### config.mk
export PLATFORM = sky130hd
export DESIGN_NAME = acc_wb_buffer_flat
export DESIGN_NICKNAME = d
export VERILOG_FILES = /design/src/rtl/acc_wb_buffer_if.sv /design/src/rtl/acc_wb_buffer.sv /design/src/flat_wrapper.sv
export SDC_FILE = /design/constraint.sdc
export NUM_CORES = 1
export LEC_CHECK = 0
export ABC_CLOCK_PERIOD_IN_PS = 3600
export CAP_MARGIN = 15
export CORE_MARGIN = 2
export CORE_UTILIZATION = 55
export DETAILED_ROUTE_END_ITERATION = 8
export GPL_ROUTABILITY_DRIVEN = 0
export PLACE_DENSITY = 0.73
export SLEW_MARGIN = 40
export SYNTH_ARGS = -nofsm -noshare
export SYNTH_HDL_FRONTEND = slang
export SYNTH_HIERARCHICAL = 1
export SYNTH_SLANG_ARGS = --single-unit
### constraint.sdc
create_clock -name clk_i -period 3.6 [get_ports clk_i]
set_input_delay 0.72 -clock clk_i [delete_from_list [all_inputs] [get_ports clk_i]]
set_output_delay 0.72 -clock clk_i [all_outputs]
set_load 0.01 [all_outputs]
### src/rtl/acc_wb_buffer_if.sv
// Handshake bundle between the adapter core-side logic and the writeback buffer:
// issue tracking, C-bus responses in, X-response writeback beats out.
interface acc_wb_buffer_if #(
    parameter int DataWidth    = 32,
    parameter int RegAddrWidth = 5,
    parameter int Depth        = 4
);
    localparam int CntWidth = $clog2(Depth + 1);

    logic                    issue_valid_i;
    logic                    issue_ready_o;
    logic [RegAddrWidth-1:0] issue_rd_i;
    logic                    issue_dualwb_i;
    logic                    c_rsp_valid_i;
    logic                    c_rsp_ready_o;
    logic [DataWidth-1:0]    c_rsp_data0_i;
    logic [DataWidth-1:0]    c_rsp_data1_i;
    logic                    c_rsp_error_i;
    logic                    x_rsp_valid_o;
    logic                    x_rsp_ready_i;
    logic [RegAddrWidth-1:0] x_rsp_rd_o;
    logic [DataWidth-1:0]    x_rsp_data_o;
    logic                    x_rsp_error_o;
    logic [CntWidth-1:0]     outstanding_o;

    modport slave (
        input  issue_valid_i, issue_rd_i, issue_dualwb_i,
        input  c_rsp_valid_i, c_rsp_data0_i, c_rsp_data1_i, c_rsp_error_i,
        input  x_rsp_ready_i,
        output issue_ready_o, c_rsp_ready_o,
        output x_rsp_valid_o, x_rsp_rd_o, x_rsp_data_o, x_rsp_error_o,
        output outstanding_o
    );

    modport master (
        output issue_valid_i, issue_rd_i, issue_dualwb_i,
        output c_rsp_valid_i, c_rsp_data0_i, c_rsp_data1_i, c_rsp_error_i,
        output x_rsp_ready_i,
        input  issue_ready_o, c_rsp_ready_o,
        input  x_rsp_valid_o, x_rsp_rd_o, x_rsp_data_o, x_rsp_error_o,
        input  outstanding_o
    );
endinterface

### src/rtl/acc_wb_buffer.sv
// Writeback buffer: pairs in-order C-bus responses with tracked issues and
// emits one register-write beat per cycle, splitting dual writebacks in two.
module acc_wb_buffer #(
    parameter int DataWidth    = 32,
    parameter int Depth        = 4,
    parameter int RegAddrWidth = 5
) (
    input  logic           clk_i,
    input  logic           rst_i,
    acc_wb_buffer_if.slave bus
);
    localparam int CntWidth = $clog2(Depth + 1);
    localparam int PtrWidth = (Depth > 1) ? $clog2(Depth) : 1;
    localparam logic [CntWidth-1:0] DEPTH_C  = CntWidth'(Depth);
    localparam logic [PtrWidth-1:0] PTR_LAST = PtrWidth'(Depth - 1);
    localparam logic [0:0] BEAT0 = 1'b0;
    localparam logic [0:0] BEAT1 = 1'b1;

    function automatic logic [PtrWidth-1:0] ptr_inc(input logic [PtrWidth-1:0] p);
        if (p == PTR_LAST) begin
            ptr_inc = {PtrWidth{1'b0}};
        end else begin
            ptr_inc = p + PtrWidth'(1);
        end
    endfunction

    logic [RegAddrWidth-1:0] trk_rd_q   [Depth];
    logic [RegAddrWidth-1:0] trk_rd_d   [Depth];
    logic                    trk_dual_q [Depth];
    logic                    trk_dual_d [Depth];
    logic [DataWidth-1:0]    dat0_q     [Depth];
    logic [DataWidth-1:0]    dat0_d     [Depth];
    logic [DataWidth-1:0]    dat1_q     [Depth];
    logic [DataWidth-1:0]    dat1_d     [Depth];
    logic                    dat_err_q  [Depth];
    logic                    dat_err_d  [Depth];

    logic [PtrWidth-1:0]     trk_wptr_q, trk_wptr_d;
    logic [PtrWidth-1:0]     dat_wptr_q, dat_wptr_d;
    logic [PtrWidth-1:0]     rptr_q, rptr_d;
    logic [CntWidth-1:0]     trk_cnt_q, trk_cnt_d;
    logic [CntWidth-1:0]     dat_cnt_q, dat_cnt_d;
    logic [0:0]              beat_q, beat_d;
    logic                    issue_ready_q, issue_ready_d;
    logic                    c_ready_q, c_ready_d;
    logic                    x_valid_q, x_valid_d;
    logic [RegAddrWidth-1:0] x_rd_q, x_rd_d;
    logic [DataWidth-1:0]    x_data_q, x_data_d;
    logic                    x_err_q, x_err_d;

    logic issue_hs_s, rsp_hs_s, x_hs_s, pop_s;

    // Handshakes, FIFO updates, beat sequencing and next-state output values.
    // Outputs are registered from next state so they equal the post-edge FIFO view.
    always_comb begin
        issue_hs_s = bus.issue_valid_i & issue_ready_q;
        rsp_hs_s   = bus.c_rsp_valid_i & c_ready_q;
        x_hs_s     = x_valid_q & bus.x_rsp_ready_i;
        pop_s      = x_hs_s & ((beat_q == BEAT1) | ~trk_dual_q[rptr_q]);

        trk_rd_d   = trk_rd_q;
        trk_dual_d = trk_dual_q;
        dat0_d     = dat0_q;
        dat1_d     = dat1_q;
        dat_err_d  = dat_err_q;

        if (issue_hs_s) begin
            trk_rd_d[trk_wptr_q]   = bus.issue_rd_i;
            trk_dual_d[trk_wptr_q] = bus.issue_dualwb_i;
            trk_wptr_d             = ptr_inc(trk_wptr_q);
        end else begin
            trk_wptr_d = trk_wptr_q;
        end

        if (rsp_hs_s) begin
            dat0_d[dat_wptr_q]    = bus.c_rsp_data0_i;
            dat1_d[dat_wptr_q]    = bus.c_rsp_data1_i;
            dat_err_d[dat_wptr_q] = bus.c_rsp_error_i;
            dat_wptr_d            = ptr_inc(dat_wptr_q);
        end else begin
            dat_wptr_d = dat_wptr_q;
        end

        if (pop_s) begin
            rptr_d = ptr_inc(rptr_q);
        end else begin
            rptr_d = rptr_q;
        end

        case (beat_q)
            BEAT0: begin
                if (x_hs_s && trk_dual_q[rptr_q]) begin
                    beat_d = BEAT1;
                end else begin
                    beat_d = BEAT0;
                end
            end
            BEAT1: begin
                if (x_hs_s) begin
                    beat_d = BEAT0;
                end else begin
                    beat_d = BEAT1;
                end
            end
            default: beat_d = BEAT0;
        endcase

        case ({issue_hs_s, pop_s})
            2'b10:   trk_cnt_d = trk_cnt_q + CntWidth'(1);
            2'b01:   trk_cnt_d = trk_cnt_q - CntWidth'(1);
            default: trk_cnt_d = trk_cnt_q;
        endcase

        case ({rsp_hs_s, pop_s})
            2'b10:   dat_cnt_d = dat_cnt_q + CntWidth'(1);
            2'b01:   dat_cnt_d = dat_cnt_q - CntWidth'(1);
            default: dat_cnt_d = dat_cnt_q;
        endcase

        issue_ready_d = (trk_cnt_d < DEPTH_C);
        c_ready_d     = (dat_cnt_d < trk_cnt_d);
        x_valid_d     = (dat_cnt_d != {CntWidth{1'b0}});

        if (x_valid_d) begin
            if (beat_d == BEAT1) begin
                x_rd_d   = trk_rd_d[rptr_d] + RegAddrWidth'(1);
                x_data_d = dat1_d[rptr_d];
            end else begin
                x_rd_d   = trk_rd_d[rptr_d];
                x_data_d = dat0_d[rptr_d];
            end
            x_err_d = dat_err_d[rptr_d];
        end else begin
            x_rd_d   = {RegAddrWidth{1'b0}};
            x_data_d = {DataWidth{1'b0}};
            x_err_d  = 1'b0;
        end
    end

    // State registers; reset drops every tracked and buffered entry.
    always_ff @(posedge clk_i) begin
        if (rst_i) begin
            trk_rd_q      <= '{default: '0};
            trk_dual_q    <= '{default: '0};
            dat0_q        <= '{default: '0};
            dat1_q        <= '{default: '0};
            dat_err_q     <= '{default: '0};
            trk_wptr_q    <= {PtrWidth{1'b0}};
            dat_wptr_q    <= {PtrWidth{1'b0}};
            rptr_q        <= {PtrWidth{1'b0}};
            trk_cnt_q     <= {CntWidth{1'b0}};
            dat_cnt_q     <= {CntWidth{1'b0}};
            beat_q        <= BEAT0;
            issue_ready_q <= 1'b0;
            c_ready_q     <= 1'b0;
            x_valid_q     <= 1'b0;
            x_rd_q        <= {RegAddrWidth{1'b0}};
            x_data_q      <= {DataWidth{1'b0}};
            x_err_q       <= 1'b0;
        end else begin
            trk_rd_q      <= trk_rd_d;
            trk_dual_q    <= trk_dual_d;
            dat0_q        <= dat0_d;
            dat1_q        <= dat1_d;
            dat_err_q     <= dat_err_d;
            trk_wptr_q    <= trk_wptr_d;
            dat_wptr_q    <= dat_wptr_d;
            rptr_q        <= rptr_d;
            trk_cnt_q     <= trk_cnt_d;
            dat_cnt_q     <= dat_cnt_d;
            beat_q        <= beat_d;
            issue_ready_q <= issue_ready_d;
            c_ready_q     <= c_ready_d;
            x_valid_q     <= x_valid_d;
            x_rd_q        <= x_rd_d;
            x_data_q      <= x_data_d;
            x_err_q       <= x_err_d;
        end
    end

    assign bus.issue_ready_o = issue_ready_q;
    assign bus.c_rsp_ready_o = c_ready_q;
    assign bus.x_rsp_valid_o = x_valid_q;
    assign bus.x_rsp_rd_o    = x_rd_q;
    assign bus.x_rsp_data_o  = x_data_q;
    assign bus.x_rsp_error_o = x_err_q;
    assign bus.outstanding_o = trk_cnt_q;

    acc_wb_buffer_chk #(
        .Depth        (Depth),
        .DataWidth    (DataWidth),
        .RegAddrWidth (RegAddrWidth)
    ) u_chk (
        .clk_i         (clk_i),
        .rst_i         (rst_i),
        .c_rsp_valid_i (bus.c_rsp_valid_i),
        .outstanding_i (trk_cnt_q),
        .x_valid_i     (x_valid_q),
        .x_ready_i     (bus.x_rsp_ready_i),
        .x_rd_i        (x_rd_q),
        .x_data_i      (x_data_q),
        .x_error_i     (x_err_q)
    );
endmodule

module acc_wb_buffer_chk #(
    parameter int Depth        = 4,
    parameter int DataWidth    = 32,
    parameter int RegAddrWidth = 5
) (
    input logic                         clk_i,
    input logic                         rst_i,
    input logic                         c_rsp_valid_i,
    input logic [$clog2(Depth+1)-1:0]   outstanding_i,
    input logic                         x_valid_i,
    input logic                         x_ready_i,
    input logic [RegAddrWidth-1:0]      x_rd_i,
    input logic [DataWidth-1:0]         x_data_i,
    input logic                         x_error_i
);
    logic [15:0] idle_cnt_q, idle_cnt_d;

    // Consecutive cycles a response is offered with nothing outstanding (saturating).
    always_comb begin
        if (c_rsp_valid_i && (outstanding_i == '0)) begin
            if (idle_cnt_q != 16'hFFFF) begin
                idle_cnt_d = idle_cnt_q + 16'd1;
            end else begin
                idle_cnt_d = idle_cnt_q;
            end
        end else begin
            idle_cnt_d = 16'd0;
        end
    end

    // Idle-response counter register.
    always_ff @(posedge clk_i) begin
        if (rst_i) begin
            idle_cnt_q <= 16'd0;
        end else begin
            idle_cnt_q <= idle_cnt_d;
        end
    end

    unmatched_rsp_a: assert property (@(posedge clk_i) disable iff (rst_i)
        idle_cnt_q <= 16'(Depth))
        else $warning("c_rsp_valid held with no outstanding request");

    x_stable_a: assert property (@(posedge clk_i) disable iff (rst_i)
        (x_valid_i && !x_ready_i) |=>
        (x_valid_i && $stable(x_rd_i) && $stable(x_data_i) && $stable(x_error_i)))
        else $error("x_rsp outputs changed while stalled");
endmodule

### src/flat_wrapper.sv
// flat-port wrapper written by rule: the top's interface ports become plain ports
module acc_wb_buffer_flat 
#(
    parameter int DataWidth    = 32,
    parameter int Depth        = 4,
    parameter int RegAddrWidth = 5
)
  (clk_i, rst_i, bus_issue_valid_i, bus_issue_rd_i, bus_issue_dualwb_i, bus_c_rsp_valid_i, bus_c_rsp_data0_i, bus_c_rsp_data1_i, bus_c_rsp_error_i, bus_x_rsp_ready_i, bus_issue_ready_o, bus_c_rsp_ready_o, bus_x_rsp_valid_o, bus_x_rsp_rd_o, bus_x_rsp_data_o, bus_x_rsp_error_o, bus_outstanding_o);
  acc_wb_buffer_if #(.DataWidth(DataWidth), .RegAddrWidth(RegAddrWidth), .Depth(Depth)) bus_i ();
  input  logic clk_i;
  input  logic rst_i;
  input wire logic [$bits(bus_i.issue_valid_i)-1:0] bus_issue_valid_i;
  input wire logic [$bits(bus_i.issue_rd_i)-1:0] bus_issue_rd_i;
  input wire logic [$bits(bus_i.issue_dualwb_i)-1:0] bus_issue_dualwb_i;
  input wire logic [$bits(bus_i.c_rsp_valid_i)-1:0] bus_c_rsp_valid_i;
  input wire logic [$bits(bus_i.c_rsp_data0_i)-1:0] bus_c_rsp_data0_i;
  input wire logic [$bits(bus_i.c_rsp_data1_i)-1:0] bus_c_rsp_data1_i;
  input wire logic [$bits(bus_i.c_rsp_error_i)-1:0] bus_c_rsp_error_i;
  input wire logic [$bits(bus_i.x_rsp_ready_i)-1:0] bus_x_rsp_ready_i;
  output wire logic [$bits(bus_i.issue_ready_o)-1:0] bus_issue_ready_o;
  output wire logic [$bits(bus_i.c_rsp_ready_o)-1:0] bus_c_rsp_ready_o;
  output wire logic [$bits(bus_i.x_rsp_valid_o)-1:0] bus_x_rsp_valid_o;
  output wire logic [$bits(bus_i.x_rsp_rd_o)-1:0] bus_x_rsp_rd_o;
  output wire logic [$bits(bus_i.x_rsp_data_o)-1:0] bus_x_rsp_data_o;
  output wire logic [$bits(bus_i.x_rsp_error_o)-1:0] bus_x_rsp_error_o;
  output wire logic [$bits(bus_i.outstanding_o)-1:0] bus_outstanding_o;
  assign bus_i.issue_valid_i = bus_issue_valid_i;
  assign bus_i.issue_rd_i = bus_issue_rd_i;
  assign bus_i.issue_dualwb_i = bus_issue_dualwb_i;
  assign bus_i.c_rsp_valid_i = bus_c_rsp_valid_i;
  assign bus_i.c_rsp_data0_i = bus_c_rsp_data0_i;
  assign bus_i.c_rsp_data1_i = bus_c_rsp_data1_i;
  assign bus_i.c_rsp_error_i = bus_c_rsp_error_i;
  assign bus_i.x_rsp_ready_i = bus_x_rsp_ready_i;
  assign bus_issue_ready_o = bus_i.issue_ready_o;
  assign bus_c_rsp_ready_o = bus_i.c_rsp_ready_o;
  assign bus_x_rsp_valid_o = bus_i.x_rsp_valid_o;
  assign bus_x_rsp_rd_o = bus_i.x_rsp_rd_o;
  assign bus_x_rsp_data_o = bus_i.x_rsp_data_o;
  assign bus_x_rsp_error_o = bus_i.x_rsp_error_o;
  assign bus_outstanding_o = bus_i.outstanding_o;
  acc_wb_buffer #(.DataWidth(DataWidth), .Depth(Depth), .RegAddrWidth(RegAddrWidth)) u_core (.clk_i(clk_i), .rst_i(rst_i), .bus(bus_i));
endmodule
* Word level (Yosys, flattened, before mapping)
Cells that the tools add are included. W data, S select, Z words.
Storage, ports and cells: word-level logic and storage cells 115, bits in registers 338, input bits 76, output and inout bits 44
Operators by class: bitwise logic cells 12, $add $sub $neg 8, equal/unequal tests 7, multiplexer cells 43, order comparisons 8, reductions and logical operators 5
Operators with widths (count):
- $bwmux W128 | 2
- $mux W128 | 2
- $mux W32 | 6
- $bmux W32 S2 | 2
- $demux W32 S2 | 1
- $bwmux W20 | 1
- $mux W20 | 1
- $mux W5 | 4
- $ge A3 B3 Y1 const B | 4
- $not A2 Y3 | 4
- $pmux W3 S2 | 2
- $bmux W5 S2 | 1
- $demux W5 S2 | 1
- $eq A2 B2 Y1 const B | 5
- $bwmux W4 | 2
- $mux W1 | 8
- $mux W2 | 4
- $add A2 B1 Y2 const B | 3
- $add A3 B1 Y3 const B | 2
- $lt A3 B1 Y1 const B | 2
- $sub A3 B1 Y3 const B | 2
- $add A5 B1 Y5 const B | 1
- $and A1 B1 Y1 | 4
- $bmux W1 S2 | 2
- 11 further kinds | 17

* Longest topological paths before layout
word-level depth 14, gate-level depth with buffers 14, mapped depth without buffers 13

* Worst setup path before layout
Ideal clock, no wire load.
path type input to register, from in bus_c_rsp_valid_i, to reg u_core.x_data_q[10] (netlist: u_core/bus.x_rsp_data_o[10]), setup slack 540 ps, required time 3462 ps, cell stages on the path 13, arrival time 2923 ps, path buffers 2, setup time 138 ps, path through and2_1 > clkbuf_1 > inv_1 > ha_1 > fa_1 > xnor2_1 > nor2_1 > xnor2_1 > a31o_2 > inv_1 > nand2_1 > clkbuf_1 > o32ai_1
On the way: longest elaborated chain between the ends 6, elaborated cells on any way between the ends 16, classes of those cells eq/ne (2); mux (10); bitwise (2); reduce/logical (2)
Ends and longest elaborated chain:
- start: declaration | line flat_wrapper.sv:15 | input wire logic [$bits(bus_i.c_rsp_valid_i)-1:0] bus_c_rsp_valid_i;
- $and A1 B1 Y1 (*) | line acc_wb_buffer.sv:57 | rsp_hs_s = bus.c_rsp_valid_i & c_ready_q;
- $mux W128, or another cell as far along | line acc_wb_buffer.sv:75 | if (rsp_hs_s) begin
- $bmux W32 S2, or another cell as far along | line acc_wb_buffer.sv:130 | x_data_d = dat0_d[rptr_d];
- $mux W32 (not written as such), or another cell as far along (2 in a row) | line acc_wb_buffer.sv:130
- $mux W32 / $reduce_or A2 Y1 (equally long branches)
- end signal: assignment | line acc_wb_buffer.sv:158 | x_data_q <= {DataWidth{1'b0}};
- end signal: assignment | line acc_wb_buffer.sv:176 | x_data_q <= x_data_d;
- end: declaration | line acc_wb_buffer.sv:48 | logic [DataWidth-1:0] x_data_q, x_data_d;
Every way passes the cells marked *; elsewhere a longest branch is shown, timed or not. The select of a mux whose other input is x is not followed. A chain may end at the register's enable or synchronous reset.

* Final worst setup path
from reg u_core.rptr_q[0], to reg u_core.x_data_q[14] (netlist: u_core/bus.x_rsp_data_o[14])
On the way: longest elaborated chain between the ends 13, elaborated cells on any way between the ends 28, classes of those cells add/sub (1); eq/ne (3); mux (15); bitwise (6); reduce/logical (3)
Ends and longest elaborated chain:
- start: declaration | line acc_wb_buffer.sv:40 | logic [PtrWidth-1:0] rptr_q, rptr_d;
- start signal: assignment | line acc_wb_buffer.sv:150 | rptr_q <= {PtrWidth{1'b0}};
- start signal: assignment | line acc_wb_buffer.sv:168 | rptr_q <= rptr_d;
- $not A2 Y3 (not written as such) | line acc_wb_buffer.sv:59, acc_wb_buffer.sv:92
- $bmux W1 S2 | line acc_wb_buffer.sv:59, acc_wb_buffer.sv:92
- $mux W1 (not written as such) (2 in a row) | line acc_wb_buffer.sv:59, acc_wb_buffer.sv:92
- $not A1 Y1 | line acc_wb_buffer.sv:59 | pop_s = x_hs_s & ((beat_q == BEAT1) | ~trk_dual_q[rptr_q]);
- $or A1 B1 Y1 | line acc_wb_buffer.sv:59
- $and A1 B1 Y1 | line acc_wb_buffer.sv:59
- $mux W2 | line acc_wb_buffer.sv:84 | if (pop_s) begin
- $not A2 Y3 (not written as such) | line acc_wb_buffer.sv:127, acc_wb_buffer.sv:130
- $bmux W32 S2 (on tied branches) | line acc_wb_buffer.sv:130, acc_wb_buffer.sv:127
- $mux W32 (on tied branches) (2 in a row) | line acc_wb_buffer.sv:130, acc_wb_buffer.sv:127
- $mux W32 | line acc_wb_buffer.sv:125 | if (beat_d == BEAT1) begin
Parallel ways exist; a longest one is shown, timed or not. The select of a mux whose other input is x is not followed.

==> run_results.csv <==
group,metric,value,unit
status,outcome,"finished with violations",
status,violations,"design-rule violations",
sta,finalMaxSlewViolations,0,
drt,routed_wl,44.3,mm
drt,initialDrtViolationCount,1555,
clock_tree,clock-sinks,338,
clock_tree,clk_pin_slew,0.06,ns
floorplanning,dieArea,0.0281,mm^2
sta,rsz0062_at_grt,"false",
sta,fmax,0.293,GHz
setup_path,timing.rr.start,"u_core/rptr_q[0]",
pwr,switchingPower,3.59,mW
setup_path,crit_type,"reg2reg",
synth,yosys_warnings,6,
grt,grt_use_total,0.311,
finish,final_area,0.0176,mm^2
pwr,p_seq_frac,0.361,
drt,vias_per_cell,5.99,
setup_path,startpoint_type,"flip-flop",
grt,grt_pass1_wl,71.4,mm
clock_tree,clockRootBuffer,"clkbuf_16",
clock_tree,clk_latency,0.52,ns
sta,tightest_slew,0.992,ns
floorplanning,core.rowCount,59,
synth,synthTopCellsByArea,"dfxtp_1 (46%), nand2_1 (17%), a21oi_1 (13%)",
setup_path,rr_worst_depth,14,
grt,antenna_found_initial,0,
synth,avgSynthCellArea,7.66,um^2
synth,synth_cell_type_count,48,
sta,finClkSkew,0.0163,ns
floorplanning,core,0.0261,mm^2
floorplanning,ios,120,
floorplanning,die_h,168,um
setup_path,required,3.99,ns
finish,area_delta_synth_final,19.6,%
clock_tree,hold_buffers,0,
sta,final_hold_viol_count,0,
synth,synthCells,1920,
place,placed_area,0.0162,mm^2
pwr,power,11.3,mW
setup_path,r2r-end,"u_core/bus.x_rsp_data_o[14]",
clock_tree,post_cts_buffers,0,
synth,synthFlopType,"dfxtp_1",
finish,antenna_cells,0,
clock_tree,max-clock-path-buffers,3,
grt,grt-ovfl-total,0,
setup_path,critPathLaunch,"u_core/rptr_q[0]",
synth,yosysTopAreaCell,"dfxtp_1",
pwr,pwr-share-clk,0.353,
pwr,internal-power,7.71,mW
synth,ys_seq_area_frac,0.460,
finish,final_util,0.673,
hold_path,hp-class,"reg2reg",
sta,finalSetupViolations,0,
sta,post-route-period-util,0.948,
drt,first_pass_iters,8,
grt,grt_max_degree,193,
synth,synth-edff-count,0,
run,max_cap_violations,0,
grt,grt_pass1_vias,13600,
floorplanning,start_util,0.563,
drt,drc_errors,10,
pwr,power_frac_comb,0.286,
floorplanning,dieWidth,168,um
place,port_buffers,119,
place,dp_hpwl,25.1,mm
synth,synth_top_area_share,0.460,
sta,finalSetupTns,0,ns
setup_path,r2r_slack,0.19,ns
drt,dr_total_vias,14000,
setup_path,cp-end-kind,"flip-flop",
clock_tree,cts_max_level,2,
clock_tree,cts_buffers,38,
setup_path,worstPathMaxFanout,32,
synth,synth.net_count,2012,
sta,relSlewSlack,0.338,
finish,nFillCells,2146,
setup_path,critical_path_arrival,3.81,ns
pwr,sw_frac_of_total,0.318,
pwr,cellPowerDensity,642,mW/mm^2
drt,post_drt_wl_per_cell,19.0,um
synth,netlist_area,0.0147,mm^2
clock_tree,cts_tree,"done",
finish,finalNetCount,2062,
finish,drive_gt1_frac,0.0902,
drt,ant_nets,0,
pwr,p_leak,6.00,nW
synth,synth-async-reset-ratio,0,
setup_path,cp-endpoint,"u_core/bus.x_rsp_data_o[14]",
synth,ys_ff_latch,338,
sta,min_period,3.41,ns
pwr,peakVddDrop,0.426,mV
[stage by stage]
| stage | setup slack, ns | hold slack [ns] | cells |
|---|---|---|---|
| 6_report | 0.187 | 0.453 | 2331 |
| 5_1_grt | 0.00885 | 0.467 | 2331 |
| 3_3_place_gp | 0.0781 | 0.441 | 2264 |
| 4_1_cts | 0.236 | 0.454 | 2330 |
| 3_5_place_dp | 0.000836 | 0.447 | 2264 |
| 2_1_floorplan | 0.540 | 0.436 | 1920 |
[Yosys cell counts (2+ instances only)]
library cell and count:
fa_1 2, nor2b_1 2, o32ai_1 94, nand4_1 2
o22a_1 33, nand2_2 2, and3_1 10, buf_2 20
nand2b_1 2, mux4_2 5, xnor2_1 4, a221oi_2 3
o22ai_1 2, nor2_1 105, or3_1 2, inv_1 13
nand2_1 649, buf_1 11, and2_1 2, o211ai_1 7
ha_1 14, mux2i_1 8, o21ai_0 7, o221a_2 32
a21oi_1 385, nor3_1 4, clkbuf_1 131, mux2_2 2
dfxtp_1 338, xor2_1 4, nand3_1 6, or2_2 2
a211oi_1 2
[cell type report]
| cell class | count | area [um^2] | area share |
|---|---|---|---|
| clock buffer | 57 | 1180 | 0.0673 |
| clock inverter | 9 | 124 | 0.00704 |
| inverter | 13 | 48.8 | 0.00277 |
| multi-input combinational | 1405 | 7280 | 0.414 |
| sequential | 338 | 6770 | 0.385 |
| tap | 335 | 419 | 0.0238 |
| timing repair buffer | 174 | 1770 | 0.100 |
[critical path, cell delays in order (launching register included)]
cell and delay (ns):
dfxtp_1 0.49, mux2i_1 0.41, o2bb2ai_4 0.16, or2_2 0.32, inv_1 0.12, ha_1 0.22
fa_1 0.20, xnor2_1 0.11, nor2_1 0.06, xnor2_1 0.14, a31o_2 0.26, inv_1 0.09
nand2_1 0.09, buf_12 0.19, o32ai_1 0.39
[timing repair]
action / in CTS / in global routing
setup endpoints to repair: 0 / 1
endpoints found under the hold margin: 0 / 0
resized for setup: 0 / 1
[state kept, by name (all words and copies together), names as in the netlist, 2 cells and up]
name,flops
u_core/dat0_q,128
u_core/dat1_q,128
u_core/bus.x_rsp_data_o,32
u_core/trk_rd_q,20
u_core/bus.x_rsp_rd_o,5
u_core/dat_err_q,4
u_core/trk_dual_q,4
u_core/bus.outstanding_o,3
u_core/dat_cnt_q,3
u_core/dat_wptr_q,2
u_core/rptr_q,2
u_core/trk_wptr_q,2
[power groups by stage]
stage / Combinational, mW / Clock, mW / Sequential, mW
floorplan: 1.89 / 0 / 4.16
global placement: 3.11 / 0 / 4.15
detailed placement: 3.15 / 0 / 4.16
CTS: 3.17 / 4.03 / 4.08
global route: 3.47 / 4.18 / 4.10
finish: 3.24 / 3.99 / 4.08
[cells by family after synthesis]
logic type | count (synthesis) | share of synthesized area
adders and majority gates | 16 | 0.0146
and+or+nand+nor | 790 | 0.207
muxes | 16 | 0.0157
buffers and inverters | 177 | 0.0476
xor gates and xnor gates | 8 | 0.00476
AOI/OAI and AO/OA | 575 | 0.250
DFF | 338 | 0.460
[cell usage in the layout, fill, tap and decap left out, types with 4 or more instances in the layout]
cell type / n
nor3_1: 4
nand2_1: 645
clkdlybuf4s50_1: 118
o32ai_1: 94
ha_1: 14
clkbuf_8: 15
o22a_1: 33
inv_1: 13
nand2_2: 6
o211ai_1: 7
a21oi_1: 385
o221a_2: 32
xnor2_1: 4
and3_1: 5
o21ai_0: 7
clkbuf_1: 4
clkinv_2: 5
nand3_1: 5
clkbuf_16: 39
buf_12: 12
mux4_2: 5
mux2i_1: 8
buf_4: 41
xor2_1: 4
nor2_1: 105
dfxtp_1: 338
[metal layers]
metal	track usage	share of wire
met2	0.513	0.47
met1	0.428	0.43
met4	0.0888	0.016
met5	0	0
met3	0.0442	0.086
[how the worst min path moves through the flow]
stage	from	to	slack (ns)	depth (start not counted)
4_1_cts	u_core/trk_rd_q[14]	u_core/trk_rd_q[14]	0.45	2
3_5_place_dp	u_core/dat1_q[36]	u_core/dat1_q[36]	0.45	2
3_3_place_gp	u_core/dat0_q[37]	u_core/dat0_q[37]	0.44	2
5_1_grt	u_core/dat1_q[23]	u_core/dat1_q[23]	0.47	2
6_report	u_core/trk_rd_q[14]	u_core/trk_rd_q[14]	0.45	2
2_1_floorplan	u_core/trk_dual_q[3]	u_core/trk_dual_q[3]	0.44	2
Note: power is estimated with default switching activity, not from simulation.
